--- src/rtl/pipe_pkg.sv ---
// Shared pipeline types: hazard FSM states,
// the register-zero constant and the control bundle.
package pipe_pkg;

  typedef enum logic {
    RUN      = 1'b0,
    MUL_WAIT = 1'b1
  } hz_state_t;

  localparam logic [4:0] REG_ZERO = 5'd0;

  typedef struct packed {
    logic pc_write;
    logic if_id_write;
    logic if_flush;
    logic id_ex_bubble;
  } ctrl_t;

  localparam ctrl_t CTRL_RESET = '{
    pc_write:     1'b0,
    if_id_write:  1'b0,
    if_flush:     1'b1,
    id_ex_bubble: 1'b1
  };

  localparam ctrl_t CTRL_STALL = '{
    pc_write:     1'b0,
    if_id_write:  1'b0,
    if_flush:     1'b0,
    id_ex_bubble: 1'b1
  };

  localparam ctrl_t CTRL_FLUSH = '{
    pc_write:     1'b1,
    if_id_write:  1'b1,
    if_flush:     1'b1,
    id_ex_bubble: 1'b0
  };

  localparam ctrl_t CTRL_RUN = '{
    pc_write:     1'b1,
    if_id_write:  1'b1,
    if_flush:     1'b0,
    id_ex_bubble: 1'b0
  };

endpackage

--- src/rtl/hazard_cmp.sv ---
// Load-use comparator between the ID/EX load and the IF/ID sources.
// In: ex_mem_read, ex_rt, id_rs, id_rt, id_uses_rt. Out: load_use.
module hazard_cmp
  import pipe_pkg::*;
(
  input  logic       ex_mem_read,
  input  logic [4:0] ex_rt,
  input  logic [4:0] id_rs,
  input  logic [4:0] id_rt,
  input  logic       id_uses_rt,
  output logic       load_use
);

  logic rs_hit;
  logic rt_hit;

  assign rs_hit = (ex_rt == id_rs);
  assign rt_hit = id_uses_rt & (ex_rt == id_rt);

  // r0 is hardwired zero, so a load into it never creates a hazard
  assign load_use = ex_mem_read
                  & (ex_rt != REG_ZERO)
                  & (rs_hit | rt_hit);

endmodule

--- src/rtl/pipe_hazard_ctrl.sv ---
// Pipeline hazard control: load-use stall, multi-cycle mul/div hold,
// branch/jump flush. In: clk, reset, ID/EX hazard fields, redirects.
// Out: pc_write, if_id_write, if_flush, id_ex_bubble, stall_count.
module pipe_hazard_ctrl
  import pipe_pkg::*;
#(
  parameter int MUL_CYCLES = 4
) (
  input  logic        clk,
  input  logic        reset,
  input  logic [4:0]  id_rs,
  input  logic [4:0]  id_rt,
  input  logic        id_uses_rt,
  input  logic        id_mul,
  input  logic        ex_mem_read,
  input  logic [4:0]  ex_rt,
  input  logic        branch_taken,
  input  logic        jump,
  output logic        pc_write,
  output logic        if_id_write,
  output logic        if_flush,
  output logic        id_ex_bubble,
  output logic [15:0] stall_count
);

  localparam logic [3:0] MUL_LOAD = 4'(MUL_CYCLES - 1);

  hz_state_t  state;
  logic [3:0] mul_cnt;
  logic       mul_done;
  logic       load_use;
  logic       mul_start;
  logic       stall;
  logic       redirect;
  ctrl_t      ctrl;

  hazard_cmp u_cmp (
    .ex_mem_read (ex_mem_read),
    .ex_rt       (ex_rt),
    .id_rs       (id_rs),
    .id_rt       (id_rt),
    .id_uses_rt  (id_uses_rt),
    .load_use    (load_use)
  );

  // mul_done masks id_mul for the single RUN cycle after a wait,
  // letting the finished multiply leave ID instead of restarting
  assign mul_start = (state == RUN) & ~load_use
                   & id_mul & ~mul_done;

  assign stall    = (state == MUL_WAIT) | load_use | mul_start;
  assign redirect = branch_taken | jump;

  always_comb begin
    ctrl = CTRL_RUN;
    if (reset) begin
      ctrl = CTRL_RESET;
    end else if (stall) begin
      ctrl = CTRL_STALL;
    end else if (redirect) begin
      ctrl = CTRL_FLUSH;
    end
  end

  assign pc_write     = ctrl.pc_write;
  assign if_id_write  = ctrl.if_id_write;
  assign if_flush     = ctrl.if_flush;
  assign id_ex_bubble = ctrl.id_ex_bubble;

  always_ff @(posedge clk) begin
    if (reset) begin
      state       <= RUN;
      mul_cnt     <= 4'd0;
      mul_done    <= 1'b0;
      stall_count <= 16'd0;
    end else begin
      mul_done <= 1'b0;
      case (state)
        RUN: begin
          if (mul_start) begin
            state   <= MUL_WAIT;
            mul_cnt <= MUL_LOAD;
          end
        end
        MUL_WAIT: begin
          mul_cnt <= mul_cnt - 4'd1;
          if (mul_cnt == 4'd1) begin
            state    <= RUN;
            mul_done <= 1'b1;
          end
        end
        default: state <= RUN;
      endcase
      if (ctrl.id_ex_bubble && (stall_count != 16'hFFFF)) begin
        stall_count <= stall_count + 16'd1;
      end
    end
  end

endmodule

--- config.mk ---
export PLATFORM = sky130hd
export DESIGN_NAME = pipe_hazard_ctrl
export DESIGN_NICKNAME = d
export VERILOG_FILES = /design/src/rtl/pipe_pkg.sv /design/src/rtl/hazard_cmp.sv /design/src/rtl/pipe_hazard_ctrl.sv
export SDC_FILE = /design/constraint.sdc
export NUM_CORES = 1
export LEC_CHECK = 0
export ABC_AREA = 1
export BUFFER_PORTS_ARGS = -buffer_cell sky130_fd_sc_hd__buf_4
export CORE_ASPECT_RATIO = 1.4
export CORE_MARGIN = 4
export CORE_UTILIZATION = 30
export CTS_CLUSTER_DIAMETER = 120
export DETAILED_ROUTE_END_ITERATION = 6
export HOLD_SLACK_MARGIN = 0.12
export PLACE_DENSITY_LB_ADDON = 0.08
export SYNTH_ARGS = -nofsm -noshare
export SYNTH_HDL_FRONTEND = slang
export SYNTH_SLANG_ARGS = --single-unit
export TNS_END_PERCENT = 1
--- constraint.sdc ---
create_clock -name clk -period 3.8 [get_ports clk]
set_input_delay 0.19 -clock clk [delete_from_list [all_inputs] [get_ports clk]]
set_output_delay 0.19 -clock clk [all_outputs]
set_load 0.01 [all_outputs]
-- Word level (Yosys, flattened, before mapping)
Index checks and enable logic that the tools add are counted.
- bitwise operators: 13
- add/subtract/negate cells: 2
- equality and inequality tests: 5
- reduce and logical (&&, ||, !) cells: 3
- muxes and demuxes: 9
- operators with widths (operator ; number):
    16-bit by 1-bit adder with 16-bit output, second input constant ; 1
    16-bit inequality test, second input constant ; 1
    4-bit 2-to-1 mux ; 3
    5-bit == test ; 2
    4-bit case mux with 2 select lines ; 1
    1-bit AND ; 6
    5-bit nonzero test ; 1
    4-bit by 1-bit == test with 1-bit output, second input constant ; 1
    1-bit bitwise OR ; 4
    4-bit by 1-bit subtractor with 4-bit output, second input constant ; 1
    1-bit 2-to-1 mux ; 3
    1-bit NOT ; 3
    2-bit 2-to-1 mux ; 1
    2-bit inequality test, second input constant ; 1
    1-bit case mux with 2 select lines ; 1
    2-bit OR reduction ; 1
    1-bit logical AND ; 1
- output and inout port bits: 20
- logic and storage cells: 36
- input bits: 22
- flip-flop bits (word level): 22

-- Depth between registers and ports, before layout
Gate-level depths: netlist (run 1).
- depth after elaboration: 12
- depth in mapped cells: 12
- gate-level depth less buffers: 12

-- Hierarchy
A second synthesis (run 1) with hierarchy kept.
- cell total of the unflattened synthesis: 266
- area, all modules: 1565.3 µm²
- modules (own cells, without submodules) (module ; cells an instance ; seq. area each (µm²) ; area each (µm²) ; instances):
    pipe_hazard_ctrl ; 214 ; 440.4 ; 1358.8 ; 1
    hazard_cmp ; 52 ; 0.0 ; 206.4 ; 1

-- Worst setup path before layout (run 1)
Ideal clock, no wire load.
- kind: flip-flop to flip-flop
- start: reg stall_count[0]
- end: reg stall_count[2]
- stages on the path, launching flop included: 10
- data required time: 3.668 ns
- path slack: 2.201 ns
- library setup time: 0.132 ns
- path buffers: 1
- arrival time: 1.467 ns
- path through: dfxtp_1 -> ha_1 -> nand2_2 -> nor2_4 -> nand2_2 -> clkinv_2 -> nand4_4 -> buf_2 -> nand3_1 -> a21oi_2
- longest elaborated chain between the ends: 2
- elaborated cells on any way between the ends: 3
- RTL lines (what ; RTL line ; source):
    start, declared ; pipe_hazard_ctrl.sv:23 ; output logic [15:0] stall_count
    start signal, assigned ; pipe_hazard_ctrl.sv:95 ; stall_count <= stall_count + 16'd1;
    branches (longest 2 deep; another with 16-bit by 1-bit adder with 16-bit output) ; - ;
Several ways; the timed one is not identified.
A chain may end at the register's enable or synchronous reset.

-- Final worst setup path (run 1)
- start: reg stall_count[0]
- end: reg stall_count[1]
Same word-level chain as after synthesis.

==> impl_table.tex, run 1 <==
\begin{tabular}{lr}
\hline
Metric & Value \\
\hline
\multicolumn{2}{l}{\textbf{Critical path}} \\
Buffer and inverter count on the worst path & 2 \\
Library cell contributing the largest single delay on the critical path & dfxtp\_1 \\
Timing startpoint of the critical path & stall\_count[0] \\
Required time worst endpoint & 3.97 ns \\
Worst setup path endpoint & stall\_count[1] \\
Critical path depth & 10 \\
Critical register-to-register path endpoint & stall\_count[1] \\
Crit path top cell by count & nand2\_2 \\
CP delay by family, top & simple AND/OR/NAND/NOR gates \\
Max incr delay on CP & 0.43 ns \\
Type of element launching the critical path & flop \\
Critical Path Fanout Max & 14 \\
Category of the critical setup timing path & flop to flop \\
Endpoint class of the critical path & flop \\
FF-to-FF setup slack & 1.90 ns \\
Reg2reg path depth & 10 \\
CP Data Arrival Time & 2.06 ns \\
Startpoint of the worst register-to-register path & stall\_count[0] \\
Cells along the critical path & ha\_1, nand2\_2, nor2\_4, nand2\_2, clkinv\_2, nand4\_4, nand2\_2, inv\_1, nor2\_1, nor2\_1 \\
\multicolumn{2}{l}{\textbf{Placed design}} \\
Count of buffers inserted at the top-level ports & 41 \\
Minimum setup slack after placement & 1.906 ns \\
RD Place Congestion & 0.7969 \\
Placed cell area & 1856 um\^{}2 \\
Final HPWL DP & 2.792 mm \\
\multicolumn{2}{l}{\textbf{Detailed routing}} \\
Vias per cell & 4.523 \\
Drt first-iter violations & 68 \\
Total iterations of the first detailed-routing run & 4 \\
Detailed-route via count & 1497 \\
Wire length reported by the detailed router & 3.553 mm \\
DRC viols & 0 \\
DR WL/cell & 10.73 um \\
Antenna violation net count after detailed routing & 0 \\
\multicolumn{2}{l}{\textbf{Timing}} \\
Setup repair after global routing missed its margin & no \\
Worst Max-Slew Pin Slew & 0.3564 ns \\
Least setup slack across all paths after layout & 1.901 ns \\
Max frequency & 526.5 MHz \\
Final Max Slew Viols & 0 \\
Total count of hold-check failures in the final report & 0 \\
Final-layout worst hold slack & 0.2123 ns \\
Relative slew margins & 76.21\% \\
Final setup violating endpoints & 0 \\
Minimum clock period & 1.899 ns \\
Share of the clock period used by the worst path after layout & 49.98\% \\
Final-layout setup total negative slack & 0 ns \\
Worst Skew & 0.002376 ns \\
\multicolumn{2}{l}{\textbf{Synthesis}} \\
Net count after synthesis & 254 \\
Warnings, synthesis & 0 \\
Fraction of synthesis flops using an asynchronous set or reset pin & 0\% \\
Sequential element share of the synthesized area & 29.09\% \\
Mean Syn Cell Area & 6.611 um\^{}2 \\
Most used flip-flop cell after synthesis & dfxtp\_1 \\
Number of flops mapped to enable cells by yosys & 0 \\
Post-synth cell types & 32 \\
Number of instances in the synthesized netlist & 229 \\
Flip-flop and latch count after synthesis & 22 \\
Syn Std Cell Area & 1514 um\^{}2 \\
\multicolumn{2}{l}{\textbf{Clock tree}} \\
Root Driver & clkbuf\_8 \\
Clock Path Buffers & 2 \\
Clock latency at the later pin of the worst-skew pair & 0.26 ns \\
TritonCTS clock tree & yes \\
Clk pin slew, worst setup/hold paths & 0.08 ns \\
Clock sink count & 22 \\
Number of buffers inserted for hold repair after clock tree synthesis & 0 \\
Resize count post-CTS & 0 \\
Post-CTS Setup Inserts & 0 \\
Level count of the clock H-tree & 1 \\
Number of buffers added by the clock tree synthesis step & 3 \\
\multicolumn{2}{l}{\textbf{Die}} \\
Vertical die dimension & 92.06 um \\
Initial core utilization & 31.03\% \\
Top-Level Pins & 42 \\
Floorplan die area & 6263 um\^{}2 \\
Die extent in x & 68.04 um \\
CORE AREA & 4880 um\^{}2 \\
Number of placement rows & 30 \\
\multicolumn{2}{l}{\textbf{Cells and area}} \\
Antenna diode instance count & 0 \\
Post-route cell area & 1897 um\^{}2 \\
Highest-count cells in the layout ignoring fill and taps & 60 x nand2\_1, 41 x buf\_4, 29 x nand3\_1 \\
Leading cell type in the layout, fill and taps excluded & nand2\_1 \\
Share of final-layout standard cells stronger than drive strength 1 & 24.72\% \\
Synthesis-to-layout area growth & 25.29\% \\
\# nets final & 294 \\
\multicolumn{2}{l}{\textbf{Global route}} \\
Wire length of the first global-routing pass & 5.878 mm \\
GRT Residual Overflow & 0 \\
GRT Total Usage & 11.75\% \\
Initial antenna violation count & 0 \\
Number of global-route vias before repair & 1350 \\
Maximum number of pins on one net before global-route repair & 18 \\
\multicolumn{2}{l}{\textbf{Hold path}} \\
Tightest Hold Check Type & primary input to flop \\
\multicolumn{2}{l}{\textbf{Power and ir drop}} \\
Leakage & 0.8919 nW \\
Total power consumption of the routed design & 503.4 uW \\
Max VDD drop & 0.0001069 V \\
Power density relative to cell area & 265.4 nW/um\^{}2 \\
\multicolumn{2}{l}{\textbf{Status}} \\
Outcome & complete, no violations \\
\multicolumn{2}{l}{\textbf{Flow run}} \\
Count of maximum capacitance violations & 0 \\
\hline
\end{tabular}
## cells by family (layout without fill, tap and decap cells)
kind of cell | Yosys count | in the layout | synth area share, %
AOI/OAI and AO/OA | 23 | 23 | 8.430
adders and majority gates | 3 | 3 | 2.480
xor gates and xnor gates | 11 | 11 | 6.363
buffers and inverters | 38 | 76 | 11.07
DFF | 22 | 22 | 29.09
and+or+nand+nor | 132 | 132 | 42.56
## sequential cells by signal (all words and copies together) (netlist names)
| register | flops |
|---|---|
| stall_count | 16 |
| mul_cnt | 4 |
| mul_done | 1 |
| state | 1 |
## worst register-to-register path: stages, from the launching register on
cell	delay [ns]
dfxtp_1	0.43
ha_1	0.23
nand2_2	0.09
nor2_4	0.16
nand2_2	0.10
clkinv_2	0.08
nand4_4	0.21
nand2_2	0.30
inv_1	0.09
nor2_1	0.09
nor2_1	0.05
## Yosys cell counts, types with 3 or more instances
library cell	count	area share [%]
nand2_2	5	2.1
nand3_1	29	9.6
ha_1	3	2.5
a21oi_1	15	5.0
nor2_4	3	2.2
inv_2	4	0.99
xor2_1	5	2.9
nand2_1	60	15
xnor2_1	6	3.5
o21ai_0	3	0.99
dfxtp_1	22	29
inv_1	27	6.7
nor2_1	22	5.5
nand4_1	3	1.2
## power by group
part | leakage [nW] | switching (mW) | total [mW] | internal [mW]
combinational | 0.691 | 0.0576 | 0.105 | 0.0472
sequential | 0.179 | 0.00968 | 0.249 | 0.240
clock | 0.0216 | 0.0785 | 0.149 | 0.0708
total | 0.892 | 0.146 | 0.503 | 0.358
## routing by layer
layer  routed length (um)  share of wire [%]  GRT usage (%)  vias up
li1                     -                  -              -      804
met1                 1510                 42          14.29      656
met2                 1817                 51          20.51       35
met3                  197                5.5          2.206        2
met4                   29               0.82          2.985        0
met5                    0                  0              0        -
## how the worst min path moves through the flow
| stage | start | endpoint | slack, ns | cells after the start |
|---|---|---|---|---|
| after floorplan | reset | stall_count[10] | 0.26 | 1 |
| after global placement | reset | stall_count[6] | 0.50 | 2 |
| after detailed placement | reset | stall_count[6] | 0.50 | 2 |
| after CTS | reset | stall_count[6] | 0.21 | 2 |
| after global routing | reset | stall_count[6] | 0.22 | 2 |
| final | reset | stall_count[2] | 0.21 | 2 |
## layout make-up
| class | count | area [um^2] |
|---|---|---|
| clock buffers | 3 | 41.29 |
| fillers | 542 | 2983 |
| inverters | 32 | 121.4 |
| multi-input cells | 169 | 905.9 |
| flip-flops and latches | 22 | 440.4 |
| well taps | 64 | 80.08 |
| repair buffers | 41 | 307.8 |
## stage by stage
step	util, %	cells
after detailed placement	38.03	328
after global placement	38.03	328
after floorplan	-	229
after global routing	38.87	331
after CTS	38.87	331
final	38.87	331
Note: power is estimated with default switching activity, not from simulation.
==> inputs of run 2 (changes only) <==
ABC_AREA = 0   (was 1)
clock period = 1.8 ns   (was 3.8 ns; I/O delays follow)
==> impl_table.tex, run 2 <==
\begin{tabular}{lr}
\hline
Metric & Value \\
\hline
\multicolumn{2}{l}{\textbf{Status}} \\
Outcome & complete, no violations (unchanged) \\
\multicolumn{2}{l}{\textbf{Critical path}} \\
Type of element launching the critical path & flop (unchanged) \\
Cells along the critical path & ha\_4, nand4\_1, nor2\_2, and3\_4, buf\_12, buf\_4, or3\_2, a21oi\_1 (was ha\_1, nand2\_2, nor2\_4, nand2\_2, clkinv\_2, nand4\_4, nand2\_2, inv\_1, nor2\_1, nor2\_1) \\
Endpoint class of the critical path & flop (unchanged) \\
Library cell contributing the largest single delay on the critical path & or3\_2 (was dfxtp\_1) \\
Category of the critical setup timing path & flop to flop (unchanged) \\
Max incr delay on CP & 0.40 ns (was 0.43 ns) \\
Critical Path Fanout Max & 14 (unchanged) \\
Required time worst endpoint & 2.01 ns (was 3.97 ns) \\
CP Data Arrival Time & 1.96 ns (was 2.06 ns) \\
\multicolumn{2}{l}{\textbf{Detailed routing}} \\
Wire length reported by the detailed router & 3.928 mm (was 3.553 mm) \\
Met2 wire length & 2.171 mm (was 1.817 mm) \\
Vias per cell & 4.948 (was 4.523) \\
Wire length the detailed router placed on met1 & 1.522 mm (was 1.510 mm) \\
Antenna violation net count after detailed routing & 0 (unchanged) \\
Detailed-route via count & 1415 (was 1497) \\
Drt first-iter violations & 29 (was 68) \\
DR WL/cell & 13.73 um (was 10.73 um) \\
DRC viols & 0 (unchanged) \\
Highest metal layer with signal wires & met4 (unchanged) \\
Total iterations of the first detailed-routing run & 4 (unchanged) \\
Met3 wire len & 150 um (was 197 um) \\
\multicolumn{2}{l}{\textbf{Die}} \\
Die extent in x & 65.48 um (was 68.04 um) \\
Vertical die dimension & 88.47 um (was 92.06 um) \\
Floorplan die area & 5793 um\^{}2 (was 6263 um\^{}2) \\
CORE AREA & 4499 um\^{}2 (was 4880 um\^{}2) \\
Initial core utilization & 30.84\% (was 31.03\%) \\
Number of placement rows & 29 (was 30) \\
Top-Level Pins & 42 (unchanged) \\
\multicolumn{2}{l}{\textbf{Timing}} \\
Worst Max-Slew Pin Slew & 0.3882 ns (was 0.3564 ns) \\
Setup repair after global routing missed its margin & yes (was no) \\
Relative slew margins & 74.12\% (was 76.21\%) \\
Worst Skew & 0.005397 ns (was 0.002376 ns) \\
Share of the clock period used by the worst path after layout & 97.35\% (was 49.98\%) \\
Final Max Slew Viols & 0 (unchanged) \\
Final setup violating endpoints & 0 (unchanged) \\
Least setup slack across all paths after layout & 0.04776 ns (was 1.901 ns) \\
Max frequency & 570.7 MHz (was 526.5 MHz) \\
Total count of hold-check failures in the final report & 0 (unchanged) \\
Minimum clock period & 1.752 ns (was 1.899 ns) \\
\multicolumn{2}{l}{\textbf{Global route}} \\
GRT Residual Overflow & 0 (unchanged) \\
Maximum number of pins on one net before global-route repair & 25 (was 18) \\
Wire length of the first global-routing pass & 6.893 mm (was 5.878 mm) \\
GRT Total Usage & 15.21\% (was 11.75\%) \\
Number of global-route vias before repair & 1514 (was 1350) \\
Initial antenna violation count & 0 (unchanged) \\
\multicolumn{2}{l}{\textbf{Clock tree}} \\
Clk pin slew, worst setup/hold paths & 0.09 ns (was 0.08 ns) \\
Number of buffers added by the clock tree synthesis step & 3 (unchanged) \\
TritonCTS clock tree & yes (unchanged) \\
Level count of the clock H-tree & 1 (unchanged) \\
Root Driver & clkbuf\_8 (unchanged) \\
Number of buffers inserted for hold repair after clock tree synthesis & 0 (unchanged) \\
Clock sink count & 22 (unchanged) \\
Clock Path Buffers & 2 (unchanged) \\
Clock latency at the later pin of the worst-skew pair & 0.28 ns (was 0.26 ns) \\
\multicolumn{2}{l}{\textbf{Synthesis}} \\
List of most frequent post-synthesis cells & 22 x dfxtp\_1, 16 x a21oi\_1, 11 x xnor2\_1, 10 x o31ai\_1 (was 60 x nand2\_1, 29 x nand3\_1, 27 x inv\_1, 22 x dfxtp\_1, 22 x nor2\_1) \\
Compound-gate portion of the synthesized area & 23.35\% (was 8.430\%) \\
Cell with the most instances after synthesis & dfxtp\_1 (was nand2\_1) \\
Flip-flop and latch count after synthesis & 22 (unchanged) \\
Mux cell area share after synthesis & 0.8115\% (was 0\%) \\
Combinational family with the most area after synthesis & simple AND/OR/NAND/NOR gates (unchanged) \\
Post-synth cell types & 43 (was 32) \\
Fraction of synthesis flops using an asynchronous set or reset pin & 0\% (unchanged) \\
Number of instances in the synthesized netlist & 154 (was 229) \\
Number of flops mapped to enable cells by yosys & 0 (unchanged) \\
Dominant cells by area after synthesis & dfxtp\_1 32\%, xnor2\_1 6.9\%, a21oi\_1 5.8\% (was dfxtp\_1 29\%, nand2\_1 15\%, nand3\_1 9.6\%) \\
Sequential element share of the synthesized area & 31.74\% (was 29.09\%) \\
Most used flip-flop cell after synthesis & dfxtp\_1 (unchanged) \\
Adder-Cell Fraction of Synth Area & 2.705\% (was 2.479\%) \\
Library cell with the largest summed area after synthesis & dfxtp\_1 (unchanged) \\
Simple logic cell fraction of the synthesized area & 26.06\% (was 42.56\%) \\
Share of Yosys cell area claimed by the top area cell type & 31.74\% (was 29.09\%) \\
Synth Area in XOR/XNOR & 6.943\% (was 6.364\%) \\
Syn Std Cell Area & 1388 um\^{}2 (was 1514 um\^{}2) \\
Warnings, synthesis & 0 (unchanged) \\
Mean Syn Cell Area & 9.010 um\^{}2 (was 6.611 um\^{}2) \\
Net count after synthesis & 179 (was 254) \\
\multicolumn{2}{l}{\textbf{Placed design}} \\
Final HPWL DP & 3.127 mm (was 2.792 mm) \\
RD Place Congestion & 0.7563 (was 0.7969) \\
Minimum setup slack after placement & -0.1181 ns (was 1.906 ns) \\
Cell count after placement & 280 (was 328) \\
Count of buffers inserted at the top-level ports & 41 (unchanged) \\
\multicolumn{2}{l}{\textbf{Cells and area}} \\
Share of final-layout standard cells stronger than drive strength 1 & 50.00\% (was 24.72\%) \\
Antenna diode instance count & 0 (unchanged) \\
Number of cells in the finished layout apart from fillers & 286 (was 331) \\
Most flops, register & stall\_count (unchanged) \\
Highest-count cells in the layout ignoring fill and taps & 74 x buf\_4, 18 x dfxtp\_1, 11 x xnor2\_1, 11 x a21oi\_1, 10 x o31ai\_1 (was 60 x nand2\_1, 41 x buf\_4, 29 x nand3\_1) \\
Leading registers by flop count & stall\_count (16), mul\_cnt (4) (unchanged) \\
\# nets final & 250 (was 294) \\
Synthesis-to-layout area growth & 51.58\% (was 25.29\%) \\
Number of flip-flops under the largest register name & 16 (unchanged) \\
Leading cell type in the layout, fill and taps excluded & buf\_4 (was nand2\_1) \\
\multicolumn{2}{l}{\textbf{Power and ir drop}} \\
Leakage & 0.8245 nW (was 0.8919 nW) \\
Clock power share & 38.0\% (was 29.7\%) \\
Int Pwr & 947.8 uW (was 357.7 uW) \\
Sw frac & 25.81\% (was 28.96\%) \\
Net load switching power & 329.7 uW (was 145.8 uW) \\
Max VDD drop & 0.0002286 V (was 0.0001069 V) \\
Power density relative to cell area & 607.4 nW/um\^{}2 (was 265.4 nW/um\^{}2) \\
Power share of the sequential group & 41.2\% (was 49.5\%) \\
Combinational share of power & 20.8\% (about the same) \\
\multicolumn{2}{l}{\textbf{Hold path}} \\
Tightest Hold Check Type & primary input to flop (unchanged) \\
\multicolumn{2}{l}{\textbf{Flow run}} \\
Count of maximum capacitance violations & 0 (unchanged) \\
\hline
\end{tabular}
run 2: cell types whose count changed after synthesis, sizes merged, moves of 10 or more:
cell	before	now
inv	31	4
nand2	65	9
nand3	30	11
nor2	26	8
o31ai	0	10
or4	0	11
run 2: critical path: cells and delay by family (launching register included):
kind                     cells  cell delay [ns]
adder cells (fa/ha/maj)      1             0.16
buffers and inverters        2             0.29
AND/OR/NAND/NOR              4             0.76
flip-flops                   1             0.35
AO/OA/AOI/OAI                1             0.14
run 2: cells by family after synthesis:
family,after synthesis
fa+ha+maj,3
xor+xnor,11
buf+inv,14
mux,1
simple gates,61
compound gates,42
flops,22
run 2: timing repair:
action                     CTS  global route
hold endpoints to repair     0             0
pin swaps                    4             4
buffers inserted             2             0
resized for setup            9             7
setup endpoints to repair    4             9
run 2: worst paths after layout:
kind | slack, ns | from | cells past startpoint | end
worst min register to register | 0.53 | stall_count[11] | 2 | stall_count[11]
worst max register to register | 0.05 | stall_count[1] | 8 | stall_count[0]
worst max-delay path | 0.05 | stall_count[1] | 8 | stall_count[0]
worst min-delay path | 0.29 | reset | 3 | stall_count[8]
run 2: power groups by stage:
| stage | registers [mW] | logic [mW] | clock network (mW) |
|---|---|---|---|
| 2_1_floorplan | 0.543 | 0.148 | 0 |
| 3_3_place_gp | 0.536 | 0.260 | 0 |
| 3_5_place_dp | 0.537 | 0.266 | 0 |
| 4_1_cts | 0.526 | 0.270 | 0.494 |
| 5_1_grt | 0.529 | 0.297 | 0.501 |
| 6_report | 0.526 | 0.266 | 0.486 |
run 2: stage by stage:
| step | TNS, ns | hold slack [ns] | power [mW] | utilization, % | instance area (um^2) |
|---|---|---|---|---|---|
| after floorplan | 0 | 0.2758 | 0.6903 | - | 1413 |
| after global placement | -0.2102 | 0.4804 | 0.7957 | 43.77 | 1969 |
| after detailed placement | -0.5399 | 0.5108 | 0.8032 | 43.77 | 1969 |
| after CTS | -0.01110 | 0.2952 | 1.290 | 46.33 | 2085 |
| after global routing | -0.08203 | 0.3188 | 1.327 | 46.75 | 2103 |
| final | 0 | 0.2877 | 1.277 | 46.75 | 2103 |
run 2: final cells by class:
| cell class | count | area (um^2) |
|---|---|---|
| inverter | 4 | 15.01 |
| tap | 62 | 77.57 |
| multi-input combinational | 118 | 898.4 |
| fill | 471 | 2396 |
| clock buffer | 3 | 41.29 |
| clock inverter | 1 | 30.03 |
| sequential | 22 | 445.4 |
| timing repair buffer | 76 | 595.6 |
run 2: per-layer routing:
metal / up-vias / GRT usage [%]
li1: 721 / -
met1: 662 / 16.41
met2: 25 / 28.85
met3: 7 / 2.541
met4: 0 / 6.415
met5: - / 0
